<file path="config.mk">
export PLATFORM = sky130hd
export DESIGN_NAME = mem_port_arbiter_flat
export DESIGN_NICKNAME = d
export VERILOG_FILES = /design/src/rtl/mem_port_arbiter_if.sv /design/src/rtl/mem_port_arbiter.sv /design/src/flat_wrapper.sv
export SDC_FILE = /design/constraint.sdc
export NUM_CORES = 1
export LEC_CHECK = 0
export BUFFER_PORTS_ARGS = -buffer_cell sky130_fd_sc_hd__buf_4
export CAP_MARGIN = 20
export CORE_AREA = 10 10 143 145
export CTS_CLUSTER_SIZE = 10
export DETAILED_ROUTE_END_ITERATION = 8
export DIE_AREA = 0 0 153 155
export GPL_ROUTABILITY_DRIVEN = 1
export PLACE_DENSITY = 0.68
export SYNTH_ARGS = -nofsm -noshare
export SYNTH_HDL_FRONTEND = slang
export SYNTH_SLANG_ARGS = --single-unit
</file>
<file path="constraint.sdc">
create_clock -name clk -period 10.9 [get_ports clk]
set_clock_uncertainty 0.2 [all_clocks]
set_input_delay 1.09 -clock clk [delete_from_list [all_inputs] [get_ports clk]]
set_output_delay 1.09 -clock clk [all_outputs]
set_load 0.01 [all_outputs]
</file>
<file path="src/rtl/mem_port_arbiter_if.sv">
// Bundle for mem_port_arbiter: two requester ports, the shared memory port and status.
// The arbiter uses the master modport; requesters and memory model sit on the slave modport.
interface mem_port_arbiter_if #(
  parameter int unsigned AW = 32,
  parameter int unsigned DW = 32
) ();
  logic          m0_req;
  logic          m0_we;
  logic [AW-1:0] m0_addr;
  logic [DW-1:0] m0_wdata;
  logic [DW-1:0] m0_rdata;
  logic          m0_ack;

  logic          m1_req;
  logic          m1_we;
  logic [AW-1:0] m1_addr;
  logic [DW-1:0] m1_wdata;
  logic [DW-1:0] m1_rdata;
  logic          m1_ack;

  logic          s_req;
  logic          s_we;
  logic [AW-1:0] s_addr;
  logic [DW-1:0] s_wdata;
  logic [DW-1:0] s_rdata;
  logic          s_ack;

  logic          grant;
  logic          timeout_err;

  modport master (
    input  m0_req, m0_we, m0_addr, m0_wdata,
    output m0_rdata, m0_ack,
    input  m1_req, m1_we, m1_addr, m1_wdata,
    output m1_rdata, m1_ack,
    output s_req, s_we, s_addr, s_wdata,
    input  s_rdata, s_ack,
    output grant, timeout_err
  );

  modport slave (
    output m0_req, m0_we, m0_addr, m0_wdata,
    input  m0_rdata, m0_ack,
    output m1_req, m1_we, m1_addr, m1_wdata,
    input  m1_rdata, m1_ack,
    input  s_req, s_we, s_addr, s_wdata,
    output s_rdata, s_ack,
    input  grant, timeout_err
  );
endinterface

</file>
<file path="src/rtl/mem_port_arbiter.sv">
// Two-requester arbiter onto one shared memory port, with slave-ack timeout.
// Define ARB_ROUND_ROBIN_EN for round-robin on simultaneous requests; default is fixed m0 priority.
module mem_port_arbiter #(
  parameter int unsigned TIMEOUT = 255,
  parameter int unsigned AW      = 32,
  parameter int unsigned DW      = 32
) (
  input logic                clk,
  input logic                rst,
  mem_port_arbiter_if.master bus
);

  // Last BUSY cycle index before giving up; counter is 0 in the first BUSY cycle.
  localparam logic [15:0] CntLast = 16'(TIMEOUT - 1);

  typedef enum logic [1:0] {StIdle, StBusy, StResp} state_e;

  state_e        state_q, state_d;
  logic [15:0]   cnt_q, cnt_d;
  logic          grant_q, grant_d;
  logic          we_q, we_d;
  logic [AW-1:0] addr_q, addr_d;
  logic [DW-1:0] wdata_q, wdata_d;
  logic [DW-1:0] m0_rdata_q, m0_rdata_d;
  logic [DW-1:0] m1_rdata_q, m1_rdata_d;
  logic          timeout_err_q, timeout_err_d;
  logic [DW-1:0] rsp_data;
  logic          win;

`ifdef ARB_ROUND_ROBIN_EN
  logic rr_last_q, rr_last_d;

  always_ff @(posedge clk or posedge rst) begin
    if (rst) begin
      rr_last_q <= 1'b1;
    end else begin
      rr_last_q <= rr_last_d;
    end
  end
`endif

  always_comb begin
    win = 1'b0;
    if (bus.m0_req && bus.m1_req) begin
`ifdef ARB_ROUND_ROBIN_EN
      win = ~rr_last_q;
`else
      win = 1'b0;
`endif
    end else if (bus.m1_req) begin
      win = 1'b1;
    end
  end

  always_comb begin
    state_d       = state_q;
    cnt_d         = cnt_q;
    grant_d       = grant_q;
    we_d          = we_q;
    addr_d        = addr_q;
    wdata_d       = wdata_q;
    m0_rdata_d    = m0_rdata_q;
    m1_rdata_d    = m1_rdata_q;
    timeout_err_d = timeout_err_q;
    rsp_data      = '0;
`ifdef ARB_ROUND_ROBIN_EN
    rr_last_d     = rr_last_q;
`endif
    case (state_q)
      StIdle: begin
        if (bus.m0_req || bus.m1_req) begin
          state_d = StBusy;
          cnt_d   = '0;
          grant_d = win;
          we_d    = win ? bus.m1_we    : bus.m0_we;
          addr_d  = win ? bus.m1_addr  : bus.m0_addr;
          wdata_d = win ? bus.m1_wdata : bus.m0_wdata;
`ifdef ARB_ROUND_ROBIN_EN
          rr_last_d = win;
`endif
        end
      end
      StBusy: begin
        cnt_d = cnt_q + 16'd1;
        // A slave ack in the final allowed cycle still wins over the timeout.
        if (bus.s_ack || (cnt_q == CntLast)) begin
          state_d  = StResp;
          rsp_data = bus.s_ack ? bus.s_rdata : '0;
          if (!bus.s_ack) begin
            timeout_err_d = 1'b1;
          end
          if (grant_q) begin
            m1_rdata_d = rsp_data;
          end else begin
            m0_rdata_d = rsp_data;
          end
        end
      end
      StResp: begin
        state_d = StIdle;
      end
      default: begin
        state_d = StIdle;
      end
    endcase
  end

  always_ff @(posedge clk or posedge rst) begin
    if (rst) begin
      state_q       <= StIdle;
      cnt_q         <= '0;
      grant_q       <= 1'b0;
      we_q          <= 1'b0;
      addr_q        <= '0;
      wdata_q       <= '0;
      m0_rdata_q    <= '0;
      m1_rdata_q    <= '0;
      timeout_err_q <= 1'b0;
    end else begin
      state_q       <= state_d;
      cnt_q         <= cnt_d;
      grant_q       <= grant_d;
      we_q          <= we_d;
      addr_q        <= addr_d;
      wdata_q       <= wdata_d;
      m0_rdata_q    <= m0_rdata_d;
      m1_rdata_q    <= m1_rdata_d;
      timeout_err_q <= timeout_err_d;
    end
  end

  // Outputs decode straight from registered state so reset clears them immediately.
  assign bus.s_req       = (state_q == StBusy);
  assign bus.s_we        = we_q;
  assign bus.s_addr      = addr_q;
  assign bus.s_wdata     = wdata_q;
  assign bus.m0_ack      = (state_q == StResp) && !grant_q;
  assign bus.m1_ack      = (state_q == StResp) && grant_q;
  assign bus.m0_rdata    = m0_rdata_q;
  assign bus.m1_rdata    = m1_rdata_q;
  assign bus.grant       = grant_q;
  assign bus.timeout_err = timeout_err_q;

endmodule
</file>
<file path="src/flat_wrapper.sv">
// flat-port wrapper written by rule: the top's interface ports become plain ports
module mem_port_arbiter_flat 
#(
  parameter int unsigned TIMEOUT = 255,
  parameter int unsigned AW      = 32,
  parameter int unsigned DW      = 32
)
  (clk, rst, bus_m0_req, bus_m0_we, bus_m0_addr, bus_m0_wdata, bus_m0_rdata, bus_m0_ack, bus_m1_req, bus_m1_we, bus_m1_addr, bus_m1_wdata, bus_m1_rdata, bus_m1_ack, bus_s_req, bus_s_we, bus_s_addr, bus_s_wdata, bus_s_rdata, bus_s_ack, bus_grant, bus_timeout_err);
  mem_port_arbiter_if #(.AW(AW), .DW(DW)) bus_i ();
  input logic clk;
  input logic rst;
  input wire logic [$bits(bus_i.m0_req)-1:0] bus_m0_req;
  input wire logic [$bits(bus_i.m0_we)-1:0] bus_m0_we;
  input wire logic [$bits(bus_i.m0_addr)-1:0] bus_m0_addr;
  input wire logic [$bits(bus_i.m0_wdata)-1:0] bus_m0_wdata;
  output wire logic [$bits(bus_i.m0_rdata)-1:0] bus_m0_rdata;
  output wire logic [$bits(bus_i.m0_ack)-1:0] bus_m0_ack;
  input wire logic [$bits(bus_i.m1_req)-1:0] bus_m1_req;
  input wire logic [$bits(bus_i.m1_we)-1:0] bus_m1_we;
  input wire logic [$bits(bus_i.m1_addr)-1:0] bus_m1_addr;
  input wire logic [$bits(bus_i.m1_wdata)-1:0] bus_m1_wdata;
  output wire logic [$bits(bus_i.m1_rdata)-1:0] bus_m1_rdata;
  output wire logic [$bits(bus_i.m1_ack)-1:0] bus_m1_ack;
  output wire logic [$bits(bus_i.s_req)-1:0] bus_s_req;
  output wire logic [$bits(bus_i.s_we)-1:0] bus_s_we;
  output wire logic [$bits(bus_i.s_addr)-1:0] bus_s_addr;
  output wire logic [$bits(bus_i.s_wdata)-1:0] bus_s_wdata;
  input wire logic [$bits(bus_i.s_rdata)-1:0] bus_s_rdata;
  input wire logic [$bits(bus_i.s_ack)-1:0] bus_s_ack;
  output wire logic [$bits(bus_i.grant)-1:0] bus_grant;
  output wire logic [$bits(bus_i.timeout_err)-1:0] bus_timeout_err;
  assign bus_i.m0_req = bus_m0_req;
  assign bus_i.m0_we = bus_m0_we;
  assign bus_i.m0_addr = bus_m0_addr;
  assign bus_i.m0_wdata = bus_m0_wdata;
  assign bus_m0_rdata = bus_i.m0_rdata;
  assign bus_m0_ack = bus_i.m0_ack;
  assign bus_i.m1_req = bus_m1_req;
  assign bus_i.m1_we = bus_m1_we;
  assign bus_i.m1_addr = bus_m1_addr;
  assign bus_i.m1_wdata = bus_m1_wdata;
  assign bus_m1_rdata = bus_i.m1_rdata;
  assign bus_m1_ack = bus_i.m1_ack;
  assign bus_s_req = bus_i.s_req;
  assign bus_s_we = bus_i.s_we;
  assign bus_s_addr = bus_i.s_addr;
  assign bus_s_wdata = bus_i.s_wdata;
  assign bus_i.s_rdata = bus_s_rdata;
  assign bus_i.s_ack = bus_s_ack;
  assign bus_grant = bus_i.grant;
  assign bus_timeout_err = bus_i.timeout_err;
  mem_port_arbiter #(.TIMEOUT(TIMEOUT), .AW(AW), .DW(DW)) u_core (.clk(clk), .rst(rst), .bus(bus_i));
endmodule
</file>
Yosys cells after proc, flatten, opt, wreduce, memory -nomap -nowiden
Cells that the tools add are included.
W data, S select, Z words.
Operators by class
  add/subtract/negate cells: 1
  eq/ne operators: 5
  muxes and demuxes: 11
  bitwise operators: 2
  reductions and logical operators: 14
Operators with widths (count)
  $mux W32: 3
  $pmux W16 S2: 1
  $add A16 B1 Y16 const B: 1
  $eq A16 B8 Y1 const B: 1
  $mux W16: 1
  $reduce_and A3 Y1: 3
  $reduce_and A2 Y1: 3
  $mux W2: 2
  $ne A2 B1 Y1 const B: 2
  $pmux W2 S2: 1
  $logic_and A1 B1 Y1: 3
  $mux W1: 3
  $eq A2 B1 Y1 const B: 1
  $eq A2 B2 Y1 const B: 1
  $logic_not A2 Y1: 1
  $logic_or A1 B1 Y1: 2
  $not A1 Y1: 2
  $reduce_bool A2 Y1: 1
  $logic_not A1 Y1: 1
Storage, ports and cells
  register bits after elaboration: 149
  input bits: 167
  output and inout bits: 134
  word-level logic and storage cells: 42

Depth between registers and ports, before layout
  depth after elaboration: 4
  depth in mapped cells: 7
  depth with buffers taken out: 6

Worst setup path before layout
No wires, ideal clock.
  path kind: input port to flip-flop
  from: input bus_m1_req
  to: register u_core.state_q[0]
  setup time: 0.139 ns
  data arrival time: 2.252 ns
  data required time: 10.561 ns
  slack: 8.309 ns
  stages: 5
  cell sequence: o21ai_0 clkbuf_1 clkbuf_1 clkbuf_1 o21ai_1
Between the ends
  longest elaborated chain between the ends: 3
Ends and longest elaborated chain
  start: declaration: line flat_wrapper.sv:18  | input wire logic [$bits(bus_i.m1_req)-1:0] bus_m1_req;
  $logic_or A1 B1 Y1: line mem_port_arbiter.sv:71  | if (bus.m0_req || bus.m1_req) begin
  $ne A2 B1 Y1 (no source line)
  $reduce_and A2 Y1 (no source line)
  end signal: assignment: line mem_port_arbiter.sv:110  | state_q <= StIdle;
  end signal: assignment: line mem_port_arbiter.sv:120  | state_q <= state_d;
  end: declaration: line mem_port_arbiter.sv:18  | state_e state_q, state_d;
No other way between the ends.
A chain may end at the register's enable or synchronous reset.

Worst setup path after layout
  from: input bus_m1_req
  to: register u_core.addr_q[28] (netlist: u_core.bus.s_addr[28])
Between the ends
  longest elaborated chain between the ends: 3
  elaborated cells on any way between the ends: 6
Ends and longest elaborated chain
  $mux W1 / $logic_and A1 B1 Y1 (equally long branches): line mem_port_arbiter.sv:50, mem_port_arbiter.sv:44
  $mux W1: line mem_port_arbiter.sv:44  | if (bus.m0_req && bus.m1_req) begin
  $mux W32: line mem_port_arbiter.sv:76  | addr_d = win ? bus.m1_addr : bus.m0_addr;
  end signal: assignment: line mem_port_arbiter.sv:124  | addr_q <= addr_d;
  end: declaration: line mem_port_arbiter.sv:22  | logic [AW-1:0] addr_q, addr_d;
Parallel ways exist; a longest one is shown, timed or not.

==> out/metrics.yaml <==
outcome:
  status: "finished, final reports clean"
yosys:
  synthTopCellsByArea: "dfrtp_1 59%, mux2i_1 12%, a32o_1 10%"
  synth_commonest_cells: "149 x dfrtp_1, 79 x nand2_1, 75 x mux2i_1, 71 x o21ai_0, 64 x a32o_1"
  yosysTopAreaCell: "dfrtp_1"
  syn_area_um2: 6360
  syn_inst: 533
  ys_seq_elements: 149
  seq_area_frac_synth: 0.586
  ys_async_sr_fraction: 1.00
  synth_edf_count: 0
  synth.most_common_cell: "dfrtp_1"
  synth_top_area_share: 0.586
  yosys_most_used_dff: "dfrtp_1"
  synth_warnings: 0
  yosysUniqueCellTypes: 38
  syn_area_per_cell_um2: 11.9
  syn_nets: 702
sta:
  timing.final.crit_share: 0.252
  maxSlewHeadroom: 0.335
  period_minus_slack_ns: 2.75
  worst_slack_ns: 8.15
  hold_viol: 0
  setup_violations: 0
  worstMarginPinSlew_ns: 0.997
  drv_slew: 0
  rsz0062_at_grt: "false"
  setup_tns_ns: 0
  fmax_ghz: 0.364
detailed_routing:
  vias: 5295
  drtPass1Iterations: 4
  via_per_inst: 5.01
  antenna_left: 0
  wirelength_um: 19900
  wl_per_cell_um: 18.8
  drt_iter0_drc: 188
  drc: 0
power_and_ir_drop:
  leakagePower_nw: 4.55
  peakVddDrop_mv: 0.158
  power.density_nw_per_um2: 269
cts:
  post_cts_buffers: 0
  cts_hold_buf: 0
  cts_max_path_buffers: 2
  cts_resized: 0
  htree_levels: 4
  cts_buffers: 17
  cts_tree: "built"
  numClockSinks: 149
  clkLatencyLatePin_ns: 0.41
  path_clk_slew_ns: 0.06
  clockRootBuffer: "clkbuf_16"
die:
  top_level_ports: 301
  num_rows: 49
  die-area_um2: 23700
  start_util: 0.360
  chipWidth_um: 153
  core_area_um2: 17700
  die_h_um: 155
placement:
  placed_cells: 1025
  post-place-ws_ns: 7.72
  hpwl_um: 14600
  gp_congestion: 0.783
  portBuffers: 300
setup_path:
  worstPathMaxFanout: 56
  max_stage_delay_ns: 0.79
  crit_slowest_cell: "buf_4"
  cp-end-kind: "flop"
  required_ns: 10.96
  crit_type: "in -> reg"
  worst_path_dominant_cell_family: "buffers and inverters"
  cp_data_arrival_time_ns: 2.81
  crit_path_start_kind: "input pin"
  path_cells: "buf_4, nor2b_4, buf_4, mux2i_1, o21ai_0"
  crit_buf_inv: 2
  cp_common_cell: "buf_4"
layout:
  n_fill_cell: 1582
  synthToLayoutAreaGrowth_pct: 47.2
  drive_above_1_share: 0.423
  fin_nets: 984
  fin_cells: 1057
  diodes: 0
global_routing:
  grt_first_pass_wirelength_um: 30900
  grt_usage: 0.160
  grt_pass1_vias: 5488
  grt_max_degree: 89
  antenna_found_initial: 0
  grt_remaining_overflow: 0
job:
  drv_cap: 0
hold_path:
  min_path_type: "reg -> reg"
worst reg2reg max path: stages (launching register included):
cell     delay [ns]
dfrtp_1        0.44
inv_1          0.08
ha_1           0.14
or4b_4         0.48
o41ai_4        0.56
nand2_4        0.36
a32o_1         0.35
state kept, by name (all words and copies together) (netlist names):
signal / count
u_core.bus.m1_rdata: 32
u_core.bus.s_addr: 32
u_core.bus.s_we: 1
u_core.bus.m0_rdata: 32
u_core.bus.timeout_err: 1
u_core.bus.grant: 1
u_core.state_q: 2
u_core.cnt_q: 16
u_core.bus.s_wdata: 32
cell type report:
type / instances / area, um^2 / share of cell area
clock buffers: 18 / 439 / 0.0469
clock inverters: 14 / 165 / 0.0176
inverters: 5 / 23.8 / 0.00254
multi-input cells: 336 / 2420 / 0.258
flip-flops and latches: 149 / 3730 / 0.398
well taps: 229 / 287 / 0.0306
repair buffers: 306 / 2300 / 0.245
worst paths after layout:
path / slack (ns) / start / cells after the start / endpoint
max: 8.15 / bus_m1_req / 5 / u_core.bus.s_addr[28]
min: 0.28 / u_core.bus.s_wdata[9] / 2 / u_core.bus.s_wdata[9]
max reg2reg: 8.19 / u_core.cnt_q[0] / 6 / u_core.bus.m0_rdata[1]
min reg2reg: 0.28 / u_core.bus.s_wdata[9] / 2 / u_core.bus.s_wdata[9]
max in group asynchronous: 8.53 / rst / 3 / u_core.bus.s_addr[26]
min in group asynchronous: 0.63 / rst / 2 / u_core.bus.m1_rdata[26]
per-layer routing:
metal | vias to the layer above | share of wire | global-route usage | wire [um]
li1 | 2537 | - | - | -
met3 | 14 | 0.11 | 0.0816 | 2130
met4 | 0 | 0.0088 | 0.0409 | 175
met5 | - | 0 | 0 | 0
met1 | 2525 | 0.40 | 0.184 | 7930
met2 | 219 | 0.49 | 0.259 | 9660
power by group:
part / switching, W / internal (W) / leakage [nW]
registers: 0.000133 / 0.000791 / 1.87
clock network: 0.000248 / 0.000352 / 0.302
logic: 0.000506 / 0.000491 / 2.37
cell usage in the layout, fill, tap and decap left out, types with 2 or more instances in the layout:
cell type / instances
nand2_1: 79
clkinv_4: 2
mux2i_1: 75
nor2_1: 3
inv_6: 6
nand2_4: 2
nand4_1: 3
o21ai_0: 70
nor3_1: 2
a21oi_1: 2
and2_1: 2
clkinv_2: 2
bufinv_16: 2
inv_1: 3
inv_8: 3
dfrtp_1: 149
ha_1: 2
nand3_1: 9
and3_1: 3
a32o_1: 64
buf_4: 306
clkbuf_16: 17
stage by stage:
| stage | hold slack [ns] | area, um^2 | total power [W] | utilization |
|---|---|---|---|---|
| finish | 0.278 | 9360 | 0.00252 | 0.530 |
| detailed placement | 0.266 | 8750 | 0.00195 | 0.496 |
| global placement | 0.260 | 8750 | 0.00193 | 0.496 |
| floorplan | 0.247 | 6360 | 0.00140 | - |
| global route | 0.297 | 9360 | 0.00268 | 0.530 |
| CTS | 0.278 | 9360 | 0.00256 | 0.530 |
cell families (layout without fill, tap and decap cells):
| group | count (synthesis) | in the layout | synth area share |
|---|---|---|---|
| AOI/OAI and AO/OA | 142 | 142 | 0.167 |
| adders and majority gates | 2 | 2 | 0.00394 |
| buffers and inverters | 48 | 343 | 0.0364 |
| DFF | 149 | 149 | 0.586 |
| muxes | 75 | 75 | 0.118 |
| and+or+nand+nor | 117 | 117 | 0.0880 |
Power figures use the tool's default switching activity.
